File: config.mk
export PLATFORM = sky130hd
export DESIGN_NAME = control_unit
export DESIGN_NICKNAME = d
export VERILOG_FILES = /design/src/rtl/control_unit.sv
export SDC_FILE = /design/constraint.sdc
export NUM_CORES = 1
export LEC_CHECK = 0
export BUFFER_PORTS_ARGS = -buffer_cell sky130_fd_sc_hd__buf_2
export CAP_MARGIN = 20
export CORE_MARGIN = 8
export CORE_UTILIZATION = 30
export CTS_CLUSTER_SIZE = 40
export DETAILED_ROUTE_END_ITERATION = 10
export HOLD_SLACK_MARGIN = 0.08
export PLACE_DENSITY = 0.62
export SYNTH_ARGS = -nofsm -noshare
export SYNTH_HDL_FRONTEND = slang
export SYNTH_SLANG_ARGS = --single-unit
File: constraint.sdc
create_clock -name clock -period 3.6 [get_ports clock]
set_input_delay 0 -clock clock [delete_from_list [all_inputs] [get_ports clock]]
set_output_delay 0 -clock clock [all_outputs]
set_load 0.02 [all_outputs]
File: src/rtl/control_unit.sv
`default_nettype none
// ============================================================================
//  Module   : control_unit
//  Purpose  : Hardwired Moore sequencer (fetch T0-T2, execute T3-T7) driving
//             the single-bus datapath strobes, with memory-handshake stalls.
//  Revision : 1.0 - initial release
// ============================================================================
module control_unit (
    input  logic        clock,
    input  logic        clear,
    input  logic [31:0] ir,
    input  logic        mem_done,
    output logic        PCout,
    output logic        PCin,
    output logic        IncPC,
    output logic        MARin,
    output logic        MDRin,
    output logic        MDRout,
    output logic        IRin,
    output logic        Yin,
    output logic        Zin,
    output logic        Zlowout,
    output logic        Read,
    output logic        Write,
    output logic        Gra,
    output logic        Grb,
    output logic        Grc,
    output logic        Rin,
    output logic        Rout,
    output logic        BAout,
    output logic        Cout,
    output logic [3:0]  alu_op,
    output logic        run
);

    localparam logic [3:0] S_RST  = 4'd0;
    localparam logic [3:0] S_T0   = 4'd1;
    localparam logic [3:0] S_T1   = 4'd2;
    localparam logic [3:0] S_T2   = 4'd3;
    localparam logic [3:0] S_T3   = 4'd4;
    localparam logic [3:0] S_T4   = 4'd5;
    localparam logic [3:0] S_T5   = 4'd6;
    localparam logic [3:0] S_T6   = 4'd7;
    localparam logic [3:0] S_T7   = 4'd8;
    localparam logic [3:0] S_HALT = 4'd9;

    localparam logic [4:0] OP_LD   = 5'd0;
    localparam logic [4:0] OP_LDI  = 5'd1;
    localparam logic [4:0] OP_ST   = 5'd2;
    localparam logic [4:0] OP_ADDI = 5'd11;
    localparam logic [4:0] OP_ANDI = 5'd12;
    localparam logic [4:0] OP_ORI  = 5'd13;
    localparam logic [4:0] OP_HALT = 5'd27;

    localparam logic [3:0] ALU_ADD = 4'b0001;
    localparam logic [3:0] ALU_AND = 4'b0011;
    localparam logic [3:0] ALU_OR  = 4'b0100;

    logic [3:0] state_q;
    logic [3:0] state_d;
    logic [4:0] opcode;
    logic [4:0] alu_sel;
    logic       is_ld;
    logic       is_ldi;
    logic       is_st;
    logic       is_alu;
    logic       is_imm;
    logic       is_halt;
    logic       unused_ir_bits;

    assign opcode         = ir[31:27];
    assign unused_ir_bits = ^ir[26:0];

    assign is_ld   = (opcode == OP_LD);
    assign is_ldi  = (opcode == OP_LDI);
    assign is_st   = (opcode == OP_ST);
    assign is_alu  = (opcode >= 5'd3) && (opcode <= 5'd10);
    assign is_imm  = (opcode >= OP_ADDI) && (opcode <= OP_ORI);
    assign is_halt = (opcode == OP_HALT);

    // Reg-reg opcodes add..rol (3..10) map linearly onto ALU codes 1..8.
    assign alu_sel = opcode - 5'd2;

    always_ff @(posedge clock or negedge clear) begin
        if (!clear) begin
            state_q <= S_RST;
        end else begin
            state_q <= state_d;
        end
    end

    always_comb begin
        state_d = state_q;
        case (state_q)
            S_RST:  state_d = S_T0;
            S_T0:   state_d = S_T1;
            S_T1:   state_d = mem_done ? S_T2 : S_T1;
            S_T2: begin
                if (is_halt) begin
                    state_d = S_HALT;
                end else if (is_ld || is_ldi || is_st || is_alu || is_imm) begin
                    state_d = S_T3;
                end else begin
                    state_d = S_T0;
                end
            end
            S_T3:   state_d = S_T4;
            S_T4:   state_d = S_T5;
            S_T5:   state_d = (is_ld || is_st) ? S_T6 : S_T0;
            S_T6:   state_d = (is_ld && !mem_done) ? S_T6 : S_T7;
            S_T7:   state_d = (is_st && !mem_done) ? S_T7 : S_T0;
            S_HALT: state_d = S_HALT;
            default: state_d = S_RST;
        endcase
    end

    always_comb begin
        PCout   = 1'b0;
        PCin    = 1'b0;
        IncPC   = 1'b0;
        MARin   = 1'b0;
        MDRin   = 1'b0;
        MDRout  = 1'b0;
        IRin    = 1'b0;
        Yin     = 1'b0;
        Zin     = 1'b0;
        Zlowout = 1'b0;
        Read    = 1'b0;
        Write   = 1'b0;
        Gra     = 1'b0;
        Grb     = 1'b0;
        Grc     = 1'b0;
        Rin     = 1'b0;
        Rout    = 1'b0;
        BAout   = 1'b0;
        Cout    = 1'b0;
        alu_op  = 4'b0000;
        run     = (state_q != S_RST) && (state_q != S_HALT);
        case (state_q)
            S_T0: begin
                PCout = 1'b1;
                MARin = 1'b1;
                IncPC = 1'b1;
                Zin   = 1'b1;
            end
            S_T1: begin
                Zlowout = 1'b1;
                PCin    = 1'b1;
                Read    = 1'b1;
                MDRin   = 1'b1;
            end
            S_T2: begin
                MDRout = 1'b1;
                IRin   = 1'b1;
            end
            S_T3: begin
                Grb   = 1'b1;
                Yin   = 1'b1;
                Rout  = is_alu || is_imm;
                BAout = is_ld || is_ldi || is_st;
            end
            S_T4: begin
                Zin = 1'b1;
                if (is_alu) begin
                    Grc    = 1'b1;
                    Rout   = 1'b1;
                    alu_op = alu_sel[3:0];
                end else begin
                    Cout = 1'b1;
                    case (opcode)
                        OP_ANDI: alu_op = ALU_AND;
                        OP_ORI:  alu_op = ALU_OR;
                        default: alu_op = ALU_ADD;
                    endcase
                end
            end
            S_T5: begin
                Zlowout = 1'b1;
                if (is_ld || is_st) begin
                    MARin = 1'b1;
                end else begin
                    Gra = 1'b1;
                    Rin = 1'b1;
                end
            end
            S_T6: begin
                MDRin = 1'b1;
                if (is_ld) begin
                    Read = 1'b1;
                end else begin
                    Gra  = 1'b1;
                    Rout = 1'b1;
                end
            end
            S_T7: begin
                if (is_ld) begin
                    MDRout = 1'b1;
                    Gra    = 1'b1;
                    Rin    = 1'b1;
                end else begin
                    Write = 1'b1;
                end
            end
            default: ;
        endcase
    end

endmodule
`default_nettype wire
Yosys cells after proc, flatten, opt, wreduce, memory -nomap -nowiden
Index checks and enable logic that the tools add are counted.

word-level totals
  bits in registers = 4
  input bits = 35
  output and inout port bits = 24

cells by class
  $add $sub $neg = 1
  magnitude comparators = 4
  equal/unequal tests = 15
  muxes and demuxes = 33
  reduce and logical (&&, ||, !) cells = 18

operators with widths
  cell                  number
  $pmux W4 S10          1
  $mux W4               5
  $mux W1               18
  $eq A4 B3 Y1 const B  4
  $eq A5 B4 Y1 const B  2
  $le A5 B4 Y1 const B  2
  $eq A4 B2 Y1 const B  2
  $eq A4 B4 Y1 const B  2
  $pmux W1 S2           4
  $logic_or A1 B1 Y1    6
  $mux W3               2
  $pmux W1 S3           2
  $pmux W3 S2           1
  $reduce_or A2 Y1      3
  $eq A5 B1 Y1 const B  1
  $eq A5 B2 Y1 const B  1
  $eq A5 B5 Y1 const B  1
  $ge A5 B2 Y1 const B  1
  $ge A5 B4 Y1 const B  1
  $logic_and A1 B1 Y1   5
  $logic_not A5 Y1      1
  $eq A4 B1 Y1 const B  1
  $logic_not A4 Y1      1
  $ne A4 B4 Y1 const B  1
  3 further kinds       3

Longest topological paths before layout
Gate-level depths: netlist of run 1.

  depth after elaboration = 8
  depth in mapped cells = 7
  mapped depth without buffers = 6

Least setup slack after synthesis of run 1
No wires, ideal clock.

  path kind = reg2out
  from = reg state_q[0]
  to = out BAout
  arrival = 1625 ps
  path slack = 1975 ps
  stages on the path, launching flop included = 4
  path through = dfrtp_1 > clkbuf_1 > nor3_1 > and4b_1

between the ends
  longest elaborated chain between the ends = 2

RTL lines
  element                 RTL line  text
  from (decl)             59        logic [3:0] state_q;
  from (signal assigned)  88        state_q <= state_d;
  $eq A4 B3 Y1            139       case (state_q)
  $mux W1                 139
  to (decl)               30        output logic BAout,

No other way between the ends.

Worst setup path in the final report of run 1
  from = reg state_q[3]
  to = out alu_op[3]

between the ends
  longest elaborated chain between the ends = 2

RTL lines
  element       RTL line  text
  $eq A4 B3 Y1  139
  $mux W4       139
  to (decl)     32        output logic [3:0] alu_op,

No other way between the ends.

==> metrics, run 1 <==
Clock Tree Buf Depth 2; Mapped Avg Cell Area 6.91 µm²; Critical-path top delay cell sky130_fd_sc_hd__dfrtp_1; vertical die dimension 65.4 µm; Layout Area Growth over Synthesis 24.1%; slack of the worst reg-to-reg path 2.05 ns; synthesized instance count 106; cell-by-cell trace of the critical path nand2b_1 -> or2_2 -> and2b_1 -> o21a_1 -> buf_2; sequential share of power 22.6%; layer with the highest usage after global routing met2; DRC violation count after routing 0; top area cells in the synthesized netlist sky130_fd_sc_hd__dfrtp_1 14%, sky130_fd_sc_hd__nor2_1 8.2%, sky130_fd_sc_hd__ha_1 6.8%; number of max-slew violations in the final report 0; Distinct cells, synth 38; Regs by FF count state_q x4; number of inserted diodes 0; number of gates resized after CTS 0; ratio of total power to cell area 696 nW/µm²; vias per std cell 5.22; Synth Cell Area 732 µm²; normalized max-slew margin 46.8%; leakage dissipation 0.468 nW; number of buffers inserted by port buffering 31; total global routing overflow 0; RSZ-0062 raised after global routing no; clk root buf sky130_fd_sc_hd__clkbuf_4; Primary FF master, synth sky130_fd_sc_hd__dfrtp_1; most numerous cell in the Yosys netlist sky130_fd_sc_hd__nor2_1; CTS tree done; clock network fraction of design power 9.1%; run status finished clean; ratio of cells with drive above 1 in the final layout 28.6%; post-placement setup slack 1.93 ns; minimum period implied by the final worst setup slack 1.91 ns; global-route met3 utilization 2.89%; largest register by flop count state_q; register area share after synthesis 13.7%; number of flops mapped to enable cells by yosys 0; total of warnings raised by yosys 0; initial cell density of the core 30.7%; overall via count from detail_route 851; maximum fanout encountered on the critical timing path 17; number of buffers added by the clock tree synthesis step 3; area of the die 4280 µm²; kind of capture point of the worst setup path output port; Async SR Flop Fraction 100%; Synth top area share 13.7%; chip width 65.4 µm; final count of negative-setup-slack endpoints 0; I/O pin cnt 59; CP Launch Type flip-flop; total nets after synthesis 145; detailed-route wire length 2230 µm; area of the core 2390 µm²; Post-synth top cells 16 x sky130_fd_sc_hd__nor2_1, 9 x sky130_fd_sc_hd__nand2_1, 8 x sky130_fd_sc_hd__nor3_1, 8 x sky130_fd_sc_hd__o21ai_0; Critical Setup Path Class reg2out; register clock-pin slew on the reported worst setup and hold paths 0.04 ns; DRC marker count from the first detailed-route iteration 65; mean routed wirelength per cell 13.7 µm; Hold Violations, Final 0; Routability Congestion 0.877; pin count of the biggest net entering global routing 18; CTS H-tree lvls 1; number of flip-flops and latches in the synthesized netlist 4; number of buffers inserted by hold repair at cts 1; final worst clock skew 0.00998 ns; global-route wire length before repair 3740 µm; clock sink count 4; number of antenna violations at the first check in global routing 0; met2 Track Usage GR 16.5%; worst path bufs/invs 1; path type of the worst min-delay path in2async; achievable clock frequency 525 MHz; total negative slack for setup checks 0 ns; switch share 58.7%; crit-path leading delay family simple AND/OR/NAND/NOR gates; smallest setup slack after layout 1.69 ns; layout net count 174; fraction of the cycle the final worst path needs 52.9%; Worst-Margin Slew 0.791 ns; count of maximum capacitance violations 0; cell taking the most area after synthesis sky130_fd_sc_hd__dfrtp_1; vias in the first global route 841; net switching power 371 µW; number of detailed-routing iterations run before antenna repair 4; maximum resistive drop on vdd 0.319 mV; met1 track demand over resource 13.3%; half-perimeter wire length after placement 1740 µm; data required time at the worst endpoint 3.60 ns; endpoint arrival time on the critical path 1.91 ns; number of post-CTS setup repair buffers 0; internal power consumption 261 µW; proportion of power drawn by combinational gates 68.3%; placement row count 18; Routed Antenna Nets 0; GRT Util Overall 10.6%; clk_lat worst skew 0.24 ns; CP max stage delay 0.53 ns; max reg flops 4
==> worst register-to-register path, stage by stage, from the launching register on <==
cell,delay (ns)
sky130_fd_sc_hd__dfrtp_1,0.61
sky130_fd_sc_hd__nor2b_1,0.17
sky130_fd_sc_hd__o31a_1,0.33
sky130_fd_sc_hd__o21ai_0,0.18
sky130_fd_sc_hd__o211ai_1,0.11
==> cell usage in the layout, fill, tap and decap left out, types with 2 or more instances in the layout <==
| cell type | netlist | layout |
|---|---|---|
| sky130_fd_sc_hd__o21ai_0 | 8 | 8 |
| sky130_fd_sc_hd__inv_1 | 6 | 6 |
| sky130_fd_sc_hd__a21oi_1 | 3 | 3 |
| sky130_fd_sc_hd__nand2_1 | 9 | 9 |
| sky130_fd_sc_hd__ha_1 | 4 | 4 |
| sky130_fd_sc_hd__buf_2 | 0 | 31 |
| sky130_fd_sc_hd__clkbuf_4 | 0 | 3 |
| sky130_fd_sc_hd__nor3_1 | 8 | 8 |
| sky130_fd_sc_hd__nor2_1 | 16 | 16 |
| sky130_fd_sc_hd__and4b_1 | 2 | 2 |
| sky130_fd_sc_hd__a31oi_1 | 2 | 2 |
| sky130_fd_sc_hd__nor2b_1 | 4 | 4 |
| sky130_fd_sc_hd__nand3_1 | 3 | 3 |
| sky130_fd_sc_hd__a32oi_1 | 2 | 2 |
| sky130_fd_sc_hd__nand2b_1 | 6 | 6 |
| sky130_fd_sc_hd__dfrtp_1 | 4 | 4 |
==> kinds of logic (layout without fill, tap and decap cells) <==
logic type	Yosys count	in the layout	synth area share (%)
muxes	2	2	2.91
DFF	4	4	13.7
and+or+nand+nor	57	57	41.4
buffers and inverters	14	41	9.74
AOI/OAI and AO/OA	25	25	25.5
adders and majority gates	4	4	6.84
==> per-stage QoR <==
| step | power [mW] | hold slack [ns] | area, µm² | cells | util (%) |
|---|---|---|---|---|---|
| 5_1_grt | 0.689 | 0.157 | 908 | 163 | 38.1 |
| 6_report | 0.632 | 0.0941 | 908 | 163 | 38.1 |
| 4_1_cts | 0.637 | 0.101 | 908 | 163 | 38.1 |
| 3_5_place_dp | 0.577 | -0.193 | 876 | 159 | 36.7 |
| 3_3_place_gp | 0.574 | -0.196 | 876 | 159 | 36.7 |
| 2_1_floorplan | 0.451 | -0.296 | 732 | 106 | - |
==> power groups by stage <==
stage	sequential, mW	clock, mW	combinational (mW)
after floorplan	0.0884	0	0.363
after global placement	0.142	0	0.432
after detailed placement	0.142	0	0.435
after CTS	0.141	0.0580	0.438
after global routing	0.152	0.0571	0.480
final	0.143	0.0573	0.432
==> cell type report <==
cell class,instances,area (µm²)
inverters,6,22.5
fillers,283,1480
repair buffers,32,165
well taps,30,37.5
clock buffers,3,22.5
multi-input cells,88,561
flip-flops and latches,4,100
==> path summary, 6_finish.rpt <==
kind	cells past startpoint	end	start
max in group asynchronous	2	state_q[1]	clear
setup reg to reg	4	state_q[0]	state_q[3]
hold / removal	2	state_q[3]	clear
setup / recovery	5	alu_op[3]	state_q[3]
min in group clock	3	state_q[0]	ir[31]
hold reg to reg	1	state_q[1]	state_q[3]
==> metal layers <==
metal / share of wire [%] / routed length [µm]
met3: 11 / 237
met4: 1.2 / 27
met1: 42 / 932
met5: 0 / 0
met2: 46 / 1030
Power figures use the tool's default switching activity.
==> run 2: changes to the inputs <==
Settings changed: PLACE_DENSITY 0.62 to 0.65.
Clock period 3.6 ns to 1.7 ns, I/O delays scaled along.
==> run 2 against run 1 <==
Sequential cell count unchanged; register-to-register slack worse by 1.7 ns; design area up 8.8%; worst setup slack worse by 1.6 ns.
==> metrics, run 2 (synthesized netlist as in run 1, its figures left out) <==
run status finished clean; CTS tree done; DRC marker count from the first detailed-route iteration 58 (-11%); total negative slack for setup checks 0 ns (unchanged); worst setup path endpoint alu_op[3]; number of antenna violations at the first check in global routing 0 (unchanged); number of inserted diodes 0 (unchanged); GRT Util Overall 10.6% (-0.015 points); overall via count from detail_route 889 (+4.5%); final worst clock skew 0.00383 ns (-0.00615 ns); sequential cell area 103 µm² (+2.5%); kind of capture point of the worst setup path output port; fraction of the cycle the final worst path needs 92.9%; initial cell density of the core 30.7% (unchanged); most used cells in the layout excluding fill and tap cells 31 x sky130_fd_sc_hd__buf_2, 16 x sky130_fd_sc_hd__nor2_1, 10 x sky130_fd_sc_hd__buf_4; number of buffers inserted by port buffering 31 (unchanged); maximum resistive drop on vdd 0.725 mV (+130%); path type of the worst min-delay path in2async; pin count of the biggest net entering global routing 17 (-1); multi-input gate area in the final layout 563 µm² (+0.45%); achievable clock frequency 633 MHz; M1 wire length 1050 µm (+13%); CP Launch Type flip-flop; Routability Congestion 0.889 (+1.3%); Worst-Margin Slew 0.306 ns (-0.485 ns); mean routed wirelength per cell 13.0 µm (-5.0%); detailed route wirelength on metal3 186 µm (-22%); CTS H-tree lvls 1 (unchanged); vertical die dimension 65.4 µm (unchanged); area of the core 2390 µm² (unchanged); number of max-slew violations in the final report 0 (unchanged); vias in the first global route 846 (+0.59%); Routed Antenna Nets 0 (unchanged); half-perimeter wire length after placement 1850 µm (+6.1%); top routing layer in use met3; layout net count 184 (+5.7%); total global routing overflow 0 (unchanged); number of post-CTS setup repair buffers 0 (unchanged); I/O pin cnt 59 (unchanged); wire length on met2 1010 µm (-2.3%); count of maximum capacitance violations 0 (unchanged); destination of the worst register-to-register timing path state_q[0]; normalized max-slew margin 79.6% (+33 points); clk_lat worst skew 0.24 ns (about the same); Clock Tree Buf Depth 2 (unchanged); placement row count 18 (unchanged); area of the die 4280 µm² (unchanged); minimum period implied by the final worst setup slack 1.58 ns; Reg2Reg Launch Point state_q[2]; worst reg-to-reg path cell count 4 (unchanged); Regs by FF count state_q x4; clock sink count 4 (unchanged); startpoint of the most critical setup path state_q[2]; Layout fillers 280 (-1.1%); chip width 65.4 µm (unchanged); endpoint arrival time on the critical path 1.58 ns (-0.33 ns); largest register by flop count state_q; DRC violation count after routing 0 (unchanged); max reg flops 4 (unchanged); ratio of cells with drive above 1 in the final layout 35.7% (+7.1 points); number of detailed-routing iterations run before antenna repair 4 (unchanged); data required time at the worst endpoint 1.70 ns (-1.90 ns); number of buffers added by the clock tree synthesis step 3 (unchanged); ratio of total power to cell area 1440 nW/µm² (+110%); most common cell after layout, fill and taps aside sky130_fd_sc_hd__buf_2; RSZ-0062 raised after global routing no; clk root buf sky130_fd_sc_hd__clkbuf_4; leakage dissipation 0.516 nW (+10%); Critical Setup Path Class reg2out; Layout Area Growth over Synthesis 35.0%; detailed-route wire length 2250 µm (+0.81%); maximum fanout encountered on the critical timing path 10 (-7); Hold Violations, Final 0 (unchanged); slack of the worst reg-to-reg path 0.33 ns (-1.72 ns); global-route wire length before repair 3800 µm (+1.5%); vias per std cell 5.14 (-1.6%); final count of negative-setup-slack endpoints 0 (unchanged); final standard cell utilization of the core 41.4% (+3.4 points); register clock-pin slew on the reported worst setup and hold paths 0.04 ns (about the same)
[run 2: layer usage]
metal	vias up	track usage, %
met5	-	0
met4	0	3.00
met3	0	3.57
met2	33	16.7
met1	400	13.4
li1	456	-
[run 2: power by group]
part	internal, mW	switching (mW)
Combinational	0.400	0.714
Clock	0.0791	0.0402
Sequential	0.144	0.0490
[run 2: through the flow]
step                hold slack [ns]  area [µm²]  worst slack, ns  cells  total power [mW]
finish                       0.0957         988            0.121    173              1.43
global route                 0.0970         988           0.0226    173              1.56
CTS                          0.0922         985           0.0195    173              1.43
detailed placement           -0.191         951            0.144    169              1.30
global placement             -0.195         951            0.161    169              1.29
floorplan                    -0.296         732           0.0751    106             0.956
[run 2: cell type report]
cell class	count	share of cell area, %
Multi-Input combinational cell	88	57.0
Sequential cell	4	10.4
Timing Repair Buffer	42	24.3
Clock buffer	3	2.28
Tap cell	30	3.80
Inverter	6	2.28
[run 2: worst min path at each step]
stage                            end  slack, ns  cells past startpoint
after floorplan           state_q[0]      -0.30                      0
after global placement    state_q[1]      -0.19                      1
after detailed placement  state_q[0]      -0.19                      1
after CTS                 state_q[0]       0.09                      2
after global routing      state_q[1]        0.1                      2
final                     state_q[1]        0.1                      2
[run 2: what timing repair did]
action | CTS | global route
hold endpoints to repair | 4 | 0
hold buffers | 1 | 0
setup endpoints to repair | 1 | 2
gates resized for setup | 1 | 3
[run 2: critical path: stages (launching register included)]
cell,delay (ns)
sky130_fd_sc_hd__dfrtp_2,0.45
sky130_fd_sc_hd__nand2b_1,0.13
sky130_fd_sc_hd__or2_4,0.29
sky130_fd_sc_hd__and2b_1,0.21
sky130_fd_sc_hd__o21a_1,0.11
sky130_fd_sc_hd__buf_2,0.15
==> run 3: changes to the inputs <==
Settings changed: CAP_MARGIN 20 to not set, CORE_UTILIZATION 30 to 35, PLACE_DENSITY 0.65 to 0.74.
Clock period 1.7 ns to 1.35 ns, I/O delays scaled along.
==> run 3 against run 2 <==
The run now ends with negative setup slack left; non-clock buffer count up 29; clock power up 41%; critical path depth unchanged; power up 110%; first-iteration DRC count down 10%; global-route usage up 6.0 points; worst setup slack worse by 0.34 ns; routed wire length up 66%; clock-buffer cell count unchanged; critical endpoint unchanged; largest cell class unchanged; largest power group unchanged.
==> metrics, run 3 (synthesized netlist as in run 1, its figures left out) <==
global-route met3 utilization 2.67% (-0.90 points); number of max-slew violations in the final report 0 (unchanged); maximum resistive drop on vdd 1.57 mV (+120%); largest register by flop count state_q; global-route wire length before repair 4800 µm (+27%); cell area after layout 1560 µm² (+58%); Layout Cells excl Fill 199 (+15%); area of the core 1960 µm² (-18%); most used cells in the layout excluding fill and tap cells 41 x sky130_fd_sc_hd__buf_4, 19 x sky130_fd_sc_hd__buf_6, 8 x sky130_fd_sc_hd__nor2_1; maximum fanout encountered on the critical timing path 4 (-6); total negative slack for setup checks -2.47 ns (-2.47 ns); clk_lat worst skew 0.26 ns (+0.02 ns); final count of negative-setup-slack endpoints 20 (+20); register clock-pin slew on the reported worst setup and hold paths 0.05 ns (about the same); area of the die 3810 µm² (-11%); path type of the worst min-delay path in2async; kind of capture point of the worst setup path output port; DRC violation count after routing 0 (unchanged); Clock Tree Buf Depth 2 (unchanged); number of antenna violations at the first check in global routing 0 (unchanged); normalized max-slew margin 79.7% (+0.19 points); final standard cell utilization of the core 79.7% (+38 points); mean routed wirelength per cell 18.7 µm (+44%); placement row count 16 (-2); layer with the highest usage after global routing met2; overall via count from detail_route 1165 (+31%); number of inserted diodes 0 (unchanged); most common cell after layout, fill and taps aside sky130_fd_sc_hd__buf_4; proportion of power drawn by combinational gates 84.8% (+6.7 points); vertical die dimension 61.7 µm (-5.6%); dpl cell area 1130 µm² (+19%); vias per std cell 5.85 (+14%); GRT Util Overall 16.7% (+6.0 points); smallest setup slack after layout -0.224 ns (-0.345 ns); number of detailed-routing iterations run before antenna repair 4 (unchanged); DRC marker count from the first detailed-route iteration 52 (-10%); slack of the worst reg-to-reg path -0.14 ns (-0.47 ns); Routability Congestion 0.897 (+0.91%); Critical Setup Path Class reg2out; Layout fillers 119 (-57%); detailed-route wire length 3720 µm (+66%); final worst clock skew 0.0106 ns (+0.00674 ns); ratio of total power to cell area 1890 nW/µm² (+31%); internal power consumption 1.47 mW (+140%); Worst-Margin Slew 0.304 ns (-0.00169 ns); endpoint arrival time on the critical path 1.57 ns (about the same); count of maximum capacitance violations 0 (unchanged); pin count of the biggest net entering global routing 10 (-7); leakage dissipation 0.742 nW (+44%); fraction of the cycle the final worst path needs 117%; chip width 61.7 µm (-5.6%); minimum period implied by the final worst setup slack 1.57 ns; switch share 50.2% (-6.1 points); total global routing overflow 0 (unchanged); Hold Violations, Final 0 (unchanged); CTS tree done; number of buffers added by the clock tree synthesis step 3 (unchanged); clock network fraction of design power 5.7% (-2.7 points); met1 track demand over resource 19.6% (+6.2 points); clock sink count 4 (unchanged); CP Launch Type flip-flop; run status finished, violations left; placed cell count 185 (+9.5%); achievable clock frequency 635 MHz; Regs by FF count state_q x4; CTS H-tree lvls 1 (unchanged); initial cell density of the core 37.3% (+6.6 points); met2 Track Usage GR 27.8% (+11 points); Routed Antenna Nets 0 (unchanged); I/O pin cnt 59 (unchanged); Layout Area Growth over Synthesis 114%; RSZ-0062 raised after global routing yes; worst reg-to-reg path cell count 5 (+1); ratio of cells with drive above 1 in the final layout 65.1% (+29 points); clk root buf sky130_fd_sc_hd__clkbuf_4; max reg flops 4 (unchanged); sequential share of power 9.6% (-3.9 points); vias in the first global route 1036 (+22%); number of buffers inserted by port buffering 31 (unchanged); half-perimeter wire length after placement 2130 µm (+15%); layout net count 213 (+16%); net switching power 1.49 mW (+85%); final worst hold slack 0.0946 ns (-0.00113 ns); data required time at the worst endpoint 1.35 ns (-0.35 ns); violated checks negative setup slack
==> run 3: cell types whose count changed in the layout (fill, tap and decap cells not counted), sizes merged <==
cell,before,now
buf,41,70
==> run 3: power groups by stage <==
| stage | Combinational (mW) | Sequential [mW] | Clock (mW) |
|---|---|---|---|
| final | 2.51 | 0.283 | 0.168 |
| after global routing | 2.63 | 0.281 | 0.181 |
| after CTS | 1.95 | 0.254 | 0.169 |
| after detailed placement | 1.61 | 0.259 | 0 |
| after global placement | 1.58 | 0.257 | 0 |
| after floorplan | 1.00 | 0.236 | 0 |
==> run 3: metal layers <==
layer  vias to the layer above  wire [µm]
li1                        520          -
met1                       566       1390
met2                        65       1930
met3                        14        299
met4                         0        105
met5                         -          0
==> run 3: path summary, 6_finish.rpt <==
path                                 start         end
worst max-delay path            state_q[3]   alu_op[3]
worst min-delay path                 clear  state_q[2]
worst max register to register  state_q[2]  state_q[3]
worst min register to register  state_q[3]  state_q[1]
max in group asynchronous            clear  state_q[3]
min in group clock                  ir[28]  state_q[0]
==> run 3: repair_timing <==
action,CTS,global route
gates resized for setup,44,50
endpoints found under the hold margin,4,0
pin swaps,7,9
buffers inserted,5,5
hold buffers,1,0
setup endpoints to repair,20,24
==> run 3: worst max-delay path, stage by stage, from the launching register on <==
cell and delay, ns:
sky130_fd_sc_hd__dfrtp_2 0.44, sky130_fd_sc_hd__nand2b_4 0.16, sky130_fd_sc_hd__or2_4 0.24, sky130_fd_sc_hd__and2b_2 0.25, sky130_fd_sc_hd__o21a_4 0.13, sky130_fd_sc_hd__buf_6 0.10
==> run 3: area by class of cell <==
type | count | area (µm²) | share of cell area (%)
multi-input cells | 88 | 753 | 48.2
well taps | 27 | 33.8 | 2.16
clock buffers | 3 | 22.5 | 1.44
repair buffers | 71 | 627 | 40.1
flip-flops and latches | 4 | 104 | 6.65
inverters | 6 | 22.5 | 1.44
==> run 3: through the flow <==
| stage | setup WS [ns] | power [mW] |
|---|---|---|
| detailed placement | -0.0983 | 1.86 |
| global placement | -0.0897 | 1.84 |
| global route | -0.269 | 3.09 |
| floorplan | -0.0382 | 1.24 |
| CTS | -0.162 | 2.38 |
| finish | -0.224 | 2.96 |
